### config.mk
export PLATFORM = sky130hd
export DESIGN_NAME = instr_loader
export DESIGN_NICKNAME = d
export VERILOG_FILES = /design/src/rtl/instr_loader_pkg.sv /design/src/rtl/instr_loader_word_assembler.sv /design/src/rtl/instr_loader.sv
export SDC_FILE = /design/constraint.sdc
export NUM_CORES = 1
export LEC_CHECK = 0
export BUFFER_PORTS_ARGS = -buffer_cell sky130_fd_sc_hd__buf_2
export CAP_MARGIN = 0
export CORE_MARGIN = 4
export CORE_UTILIZATION = 40
export CTS_BUF_LIST = sky130_fd_sc_hd__clkbuf_8
export CTS_CLUSTER_DIAMETER = 60
export DETAILED_ROUTE_END_ITERATION = 12
export PLACE_DENSITY = 0.69
export SETUP_SLACK_MARGIN = 0.3
export SLEW_MARGIN = 20
export SYNTH_ARGS = -nofsm -noshare
export SYNTH_HDL_FRONTEND = slang
export SYNTH_SLANG_ARGS = --single-unit
### constraint.sdc
create_clock -name clk -period 3.1 [get_ports clk]
set_clock_uncertainty 0.1 [all_clocks]
set_input_delay 0.465 -clock clk [delete_from_list [all_inputs] [get_ports clk]]
set_output_delay 0.465 -clock clk [all_outputs]
set_load 0.005 [all_outputs]
### src/rtl/instr_loader_pkg.sv
// Shared definitions for the boot-time instruction loader: FSM encoding,
// frame header width and bytes per instruction word.
package instr_loader_pkg;

    typedef enum logic [2:0] {
        S_IDLE   = 3'd0,
        S_HDR_HI = 3'd1,
        S_HDR_LO = 3'd2,
        S_DATA   = 3'd3,
        S_CSUM   = 3'd4,
        S_DONE   = 3'd5,
        S_ERR    = 3'd6
    } state_t;

    localparam int HDR_W          = 16;
    localparam int BYTES_PER_WORD = 4;

    // States that accept stream bytes; these are also exactly the busy states.
    function automatic logic is_receiving(input state_t s);
        return (s == S_HDR_HI) || (s == S_HDR_LO) || (s == S_DATA) || (s == S_CSUM);
    endfunction

endpackage

### src/rtl/instr_loader_word_assembler.sv
// Packs stream bytes MSB-first into 32-bit words and keeps the running XOR
// of every data byte seen since the last clear.
module word_assembler
    import instr_loader_pkg::*;
(
    input  logic        clk,
    input  logic        rst_n,
    input  logic        clr,
    input  logic        byte_valid,
    input  logic [7:0]  byte_in,
    output logic        word_done,
    output logic [31:0] word,
    output logic [7:0]  acc
);

    logic [23:0] shift_q, shift_d;
    logic [1:0]  cnt_q, cnt_d;
    logic [7:0]  acc_q, acc_d;

    // Next-state for the shift register, byte counter and XOR accumulator.
    always_comb begin
        shift_d = shift_q;
        cnt_d   = cnt_q;
        acc_d   = acc_q;
        if (clr) begin
            shift_d = 24'd0;
            cnt_d   = 2'd0;
            acc_d   = 8'd0;
        end else if (byte_valid) begin
            shift_d = {shift_q[15:0], byte_in};
            cnt_d   = cnt_q + 2'd1;
            acc_d   = acc_q ^ byte_in;
        end else begin
            cnt_d   = cnt_q;
        end
    end

    // State registers.
    always_ff @(posedge clk or negedge rst_n) begin
        if (!rst_n) begin
            shift_q <= 24'd0;
            cnt_q   <= 2'd0;
            acc_q   <= 8'd0;
        end else begin
            shift_q <= shift_d;
            cnt_q   <= cnt_d;
            acc_q   <= acc_d;
        end
    end

    // The word completes on the fourth byte; the top level registers it.
    assign word_done = byte_valid && (cnt_q == 2'(BYTES_PER_WORD - 1));
    assign word      = {shift_q, byte_in};
    assign acc       = acc_q;

endmodule

### src/rtl/instr_loader.sv
// Boot loader: parses a length-prefixed byte frame, writes big-endian words
// into instruction RAM from address 0 and releases the CPU on a good checksum.
module instr_loader
    import instr_loader_pkg::*;
#(
    parameter int ADDR_W = 8
) (
    input  logic              clk,
    input  logic              rst_n,
    input  logic              start,
    input  logic [7:0]        rx_data,
    input  logic              rx_valid,
    output logic              rx_ready,
    output logic              mem_we,
    output logic [ADDR_W-1:0] mem_addr,
    output logic [31:0]       mem_wdata,
    output logic              cpu_run,
    output logic              busy,
    output logic              err,
    output logic [ADDR_W:0]   words_loaded
);

    localparam logic [HDR_W:0] MAX_WORDS = (HDR_W + 1)'(2 ** ADDR_W);

    state_t             state_q, state_d;
    logic [7:0]         hi_q, hi_d;
    logic [ADDR_W:0]    n_q, n_d;
    logic [ADDR_W-1:0]  addr_q, addr_d;
    logic [ADDR_W:0]    words_q, words_d;
    logic               mem_we_q, mem_we_d;
    logic [ADDR_W-1:0]  mem_addr_q, mem_addr_d;
    logic [31:0]        mem_wdata_q, mem_wdata_d;
    logic               cpu_run_q, cpu_run_d;
    logic               err_q, err_d;
    logic               busy_q, busy_d;

    logic               hs_s, clr_s, data_hs_s, word_done_s;
    logic [31:0]        word_s;
    logic [7:0]         acc_s;
    logic [HDR_W-1:0]   n_s;
    logic [ADDR_W:0]    words_inc_s;

    assign rx_ready    = is_receiving(state_q);
    assign hs_s        = rx_valid && rx_ready;
    assign data_hs_s   = hs_s && (state_q == S_DATA);
    assign n_s         = {hi_q, rx_data};
    assign words_inc_s = words_q + (ADDR_W + 1)'(1);

    word_assembler u_asm (
        .clk        (clk),
        .rst_n      (rst_n),
        .clr        (clr_s),
        .byte_valid (data_hs_s),
        .byte_in    (rx_data),
        .word_done  (word_done_s),
        .word       (word_s),
        .acc        (acc_s)
    );

    // Frame FSM, address/word counters and the RAM write port next-state.
    always_comb begin
        state_d     = state_q;
        hi_d        = hi_q;
        n_d         = n_q;
        addr_d      = addr_q;
        words_d     = words_q;
        mem_we_d    = 1'b0;
        mem_addr_d  = mem_addr_q;
        mem_wdata_d = mem_wdata_q;
        cpu_run_d   = cpu_run_q;
        err_d       = err_q;
        clr_s       = 1'b0;
        case (state_q)
            S_IDLE, S_DONE, S_ERR: begin
                if (start) begin
                    state_d   = S_HDR_HI;
                    cpu_run_d = 1'b0;
                    err_d     = 1'b0;
                    words_d   = '0;
                    addr_d    = '0;
                    clr_s     = 1'b1;
                end else begin
                    state_d   = state_q;
                end
            end
            S_HDR_HI: begin
                if (hs_s) begin
                    hi_d    = rx_data;
                    state_d = S_HDR_LO;
                end else begin
                    state_d = state_q;
                end
            end
            S_HDR_LO: begin
                if (!hs_s) begin
                    state_d = state_q;
                end else if ({1'b0, n_s} > MAX_WORDS) begin
                    state_d = S_ERR;
                    err_d   = 1'b1;
                end else begin
                    n_d     = n_s[ADDR_W:0];
                    state_d = (n_s == HDR_W'(0)) ? S_CSUM : S_DATA;
                end
            end
            S_DATA: begin
                if (word_done_s) begin
                    mem_we_d    = 1'b1;
                    mem_addr_d  = addr_q;
                    mem_wdata_d = word_s;
                    addr_d      = addr_q + ADDR_W'(1);
                    words_d     = words_inc_s;
                    state_d     = (words_inc_s == n_q) ? S_CSUM : S_DATA;
                end else begin
                    state_d     = state_q;
                end
            end
            S_CSUM: begin
                if (!hs_s) begin
                    state_d   = state_q;
                end else if (rx_data == acc_s) begin
                    state_d   = S_DONE;
                    cpu_run_d = 1'b1;
                end else begin
                    state_d   = S_ERR;
                    err_d     = 1'b1;
                end
            end
            default: begin
                state_d = S_IDLE;
            end
        endcase
        busy_d = is_receiving(state_d);
    end

    // State and output registers.
    always_ff @(posedge clk or negedge rst_n) begin
        if (!rst_n) begin
            state_q     <= S_IDLE;
            hi_q        <= 8'd0;
            n_q         <= '0;
            addr_q      <= '0;
            words_q     <= '0;
            mem_we_q    <= 1'b0;
            mem_addr_q  <= '0;
            mem_wdata_q <= 32'd0;
            cpu_run_q   <= 1'b0;
            err_q       <= 1'b0;
            busy_q      <= 1'b0;
        end else begin
            state_q     <= state_d;
            hi_q        <= hi_d;
            n_q         <= n_d;
            addr_q      <= addr_d;
            words_q     <= words_d;
            mem_we_q    <= mem_we_d;
            mem_addr_q  <= mem_addr_d;
            mem_wdata_q <= mem_wdata_d;
            cpu_run_q   <= cpu_run_d;
            err_q       <= err_d;
            busy_q      <= busy_d;
        end
    end

    assign mem_we       = mem_we_q;
    assign mem_addr     = mem_addr_q;
    assign mem_wdata    = mem_wdata_q;
    assign cpu_run      = cpu_run_q;
    assign err          = err_q;
    assign busy         = busy_q;
    assign words_loaded = words_q;

endmodule

==> results.yml <==
cts:
  cts_max_level: 4
  numCtsBuffers: 17
  clockRootBuffer: "clkbuf_8"
  clock_path_buffers: 2
  clock_latency_ps: 420
  clock_sinks: 115
  cts_setup_buffers: 0
  path_clk_slew_ps: 70
  cts_tree: "done"
yosys:
  synth-seq-area-share_pct: 56.4
  synth_cell_type_count: 47
  synth-seq-cells: 115
  synth-edff-count: 0
  synth_ff_type: "dfrtp_1"
  synth_compound_area_share_pct: 8.46
  synthesis.area_mm2: 0.00510
  syn_nets: 558
  synth_async_sr_flop_share_pct: 100
  synth_top_family_by_area: "simple AND/OR/NAND/NOR gates"
  muxShareOfSynthArea_pct: 3.73
  synthXorXnorAreaFrac_pct: 6.27
  post_synth_fa_ha_maj_area_fraction_pct: 0.735
  syn_inst: 543
  syn_avg_cell_area_um2: 9.40
  synth_simple_gate_area_share_pct: 22.2
  yosys_warnings: 0
placement:
  port_buffers: 65
  dp.cells: 766
  dpl_cell_area_mm2: 0.00565
  routabilityCongestion: 0.942
  hpwl_um: 8210
status:
  status: "finished, final reports clean"
global_route:
  gr-usage-met3_pct: 4.52
  antenna_found_initial: 0
  grt.met2_usage_pct: 28.1
  busiest_layer: "met2"
  grt_use_total_pct: 17.2
  grt_pass1_vias: 4064
  grt_pass1_wl_um: 20000
  grt_max_degree: 55
  grtUsageMet1_pct: 22.7
  overflow: 0
floorplan:
  dieWidth_um: 121
  core_mm2: 0.0126
  rows: 41
  die_h_um: 121
  start_util_pct: 40.6
  io-pin-count: 66
  die_area_mm2: 0.0146
routing:
  wire_per_inst_um: 14.8
  firstDrtPassIters: 4
  viasPerCell: 4.99
  drt_iter0_markers: 226
  routed_wl_um: 11800
  antenna_left: 0
  vias: 3983
  drc: 0
worst_setup_path:
  worst_path_max_delay_cell: "or4_1"
  crit_end: "n_q[8]"
  cp.buffers_inverters: 0
  path_cells: "or4_1 > nor4_1 > nand3_1 > nor2_2 > mux2_2"
  reg2reg_to: "n_q[8]"
  endpoint_kind: "flip-flop"
  crit_required_ps: 3300
  path_class: "reg -> reg"
  critPathMaxFanout: 9
  cp-startpoint: "hi_q[4]"
  crit_cells: 5
  rr_worst_depth: 5
  r2r_setup_slack_ps: 580
  max_stage_delay_ps: 530
  cp_top_family: "simple AND/OR/NAND/NOR gates"
  arrival_ps: 2720
  reg2reg_from: "hi_q[4]"
  start_kind: "flip-flop"
sta:
  period_needed_ps: 2520
  finalSetupViolCount: 0
  worstMarginPinSlew_ps: 616
  fin_crit_sh_pct: 81.3
  slew_violations: 0
  relSlewSlack_pct: 58.7
  rsz0062_at_grt: "false"
  fin_setup_tns_ps: 0
  whs_ps: 221
  hold_viol_final: 0
  fmax_mhz: 397
cells_and_area:
  antenna_cells: 0
  multi_input_area_mm2: 0.00212
  fill_cells: 1189
  layout_common_cells: "196 x nand2_1, 115 x dfrtp_1, 64 x buf_2"
  final_layout_size_suffix_gt1_share_pct: 20.3
  seq_area_mm2: 0.00288
  stdcell_area_mm2: 0.00608
  finalNetCount: 629
  syn_to_final_growth_pct: 19.1
  final_util_pct: 48.4
  final_cells: 798
  layout_commonest_cell: "nand2_1"
power:
  p_per_area_mw_per_mm2: 814
  p_leak_nw: 3.12
  vdd_drop_max_uv: 428
job:
  max_cap_viol_count: 0
min_path:
  hold_path_class: "in -> reg"
==> worst min-delay path, delay by kind of cell <==
family | cells | cell delay [ps]
buffers and inverters | 1 | 140
AND/OR/NAND/NOR | 2 | 100
==> flip-flops by register name, summed over array words and instances, names as in the netlist, 3 cells and up <==
name,flops
u_asm.acc,8
state_q,3
addr_q,8
words_loaded,9
mem_wdata,32
n_q,9
mem_addr,8
u_asm.shift_q,24
hi_q,8
==> Yosys cell counts, types with 2 or more instances <==
cell	n	share of area, %
a21oi_1	28	2.7
a22oi_1	2	0.29
a31oi_1	3	0.37
and2_1	3	0.37
and3_1	3	0.37
buf_1	2	0.15
clkbuf_1	21	1.5
dfrtp_1	115	56
ha_1	3	0.74
inv_1	6	0.44
mux2_2	16	3.5
nand2_1	197	14
nand2b_1	5	0.61
nand3_1	7	0.69
nand4_1	3	0.37
nor2_1	23	1.7
nor2b_1	2	0.25
nor3_1	6	0.59
nor3b_1	3	0.44
nor4_1	3	0.37
o211ai_1	2	0.29
o21ai_0	24	2.4
o22ai_1	3	0.37
o31ai_1	3	0.44
or3_1	5	0.61
or4_1	2	0.29
xnor2_1	9	1.5
xor2_1	25	4.3
==> cell families after synthesis <==
kind of cell             Yosys count
flip-flops                       115
AND/OR/NAND/NOR                  268
buffers and inverters             30
XOR/XNOR                          35
AO/OA/AOI/OAI                     75
adder cells (fa/ha/maj)            3
multiplexers                      17
==> power breakdown <==
group	internal, mW	total, mW	switching [mW]
sequential	1.88	2.23	0.347
clock	0.871	1.47	0.595
combinational	0.564	1.25	0.689
total	3.32	4.95	1.63
==> final cells by class <==
cell class                      instances  share of cell area [%]
Inverter                                6                   0.370
Tap cell                              172                    3.54
Clock inverter                         10                    2.16
Clock buffer                           21                    4.75
Sequential cell                       115                    47.3
Multi-Input combinational cell        398                    34.8
Timing Repair Buffer                   76                    7.00
==> timing repair <==
item	4_1_cts	5_1_grt
hold buffers	1	0
endpoints found under the hold margin	38	0
gates resized for setup	0	0
setup endpoints to repair	0	0
==> how the worst min path moves through the flow <==
stage,startpoint,endpoint,slack (ps),cells past startpoint
after global routing,rx_data[2],mem_wdata[2],210,3
after global placement,u_asm.shift_q[23],mem_wdata[31],350,2
after CTS,rx_data[2],mem_wdata[2],210,3
after floorplan,rst_n,addr_q[0],70,0
after detailed placement,mem_wdata[0],mem_wdata[0],360,2
final,rx_data[7],mem_wdata[7],220,3
==> layer usage <==
layer,vias to the layer above,share of wire [%]
li1,1944,-
met1,1928,46
met2,98,48
met3,13,5.0
met4,0,1.0
met5,-,0
==> metrics by stage <==
step                total power, mW  setup slack (ps)
floorplan                      3.04               745
CTS                            4.99               570
global route                   5.29               412
detailed placement             3.51               469
global placement               3.44               499
finish                         4.95               581
No activity file was read; power rests on OpenSTA's default activity.
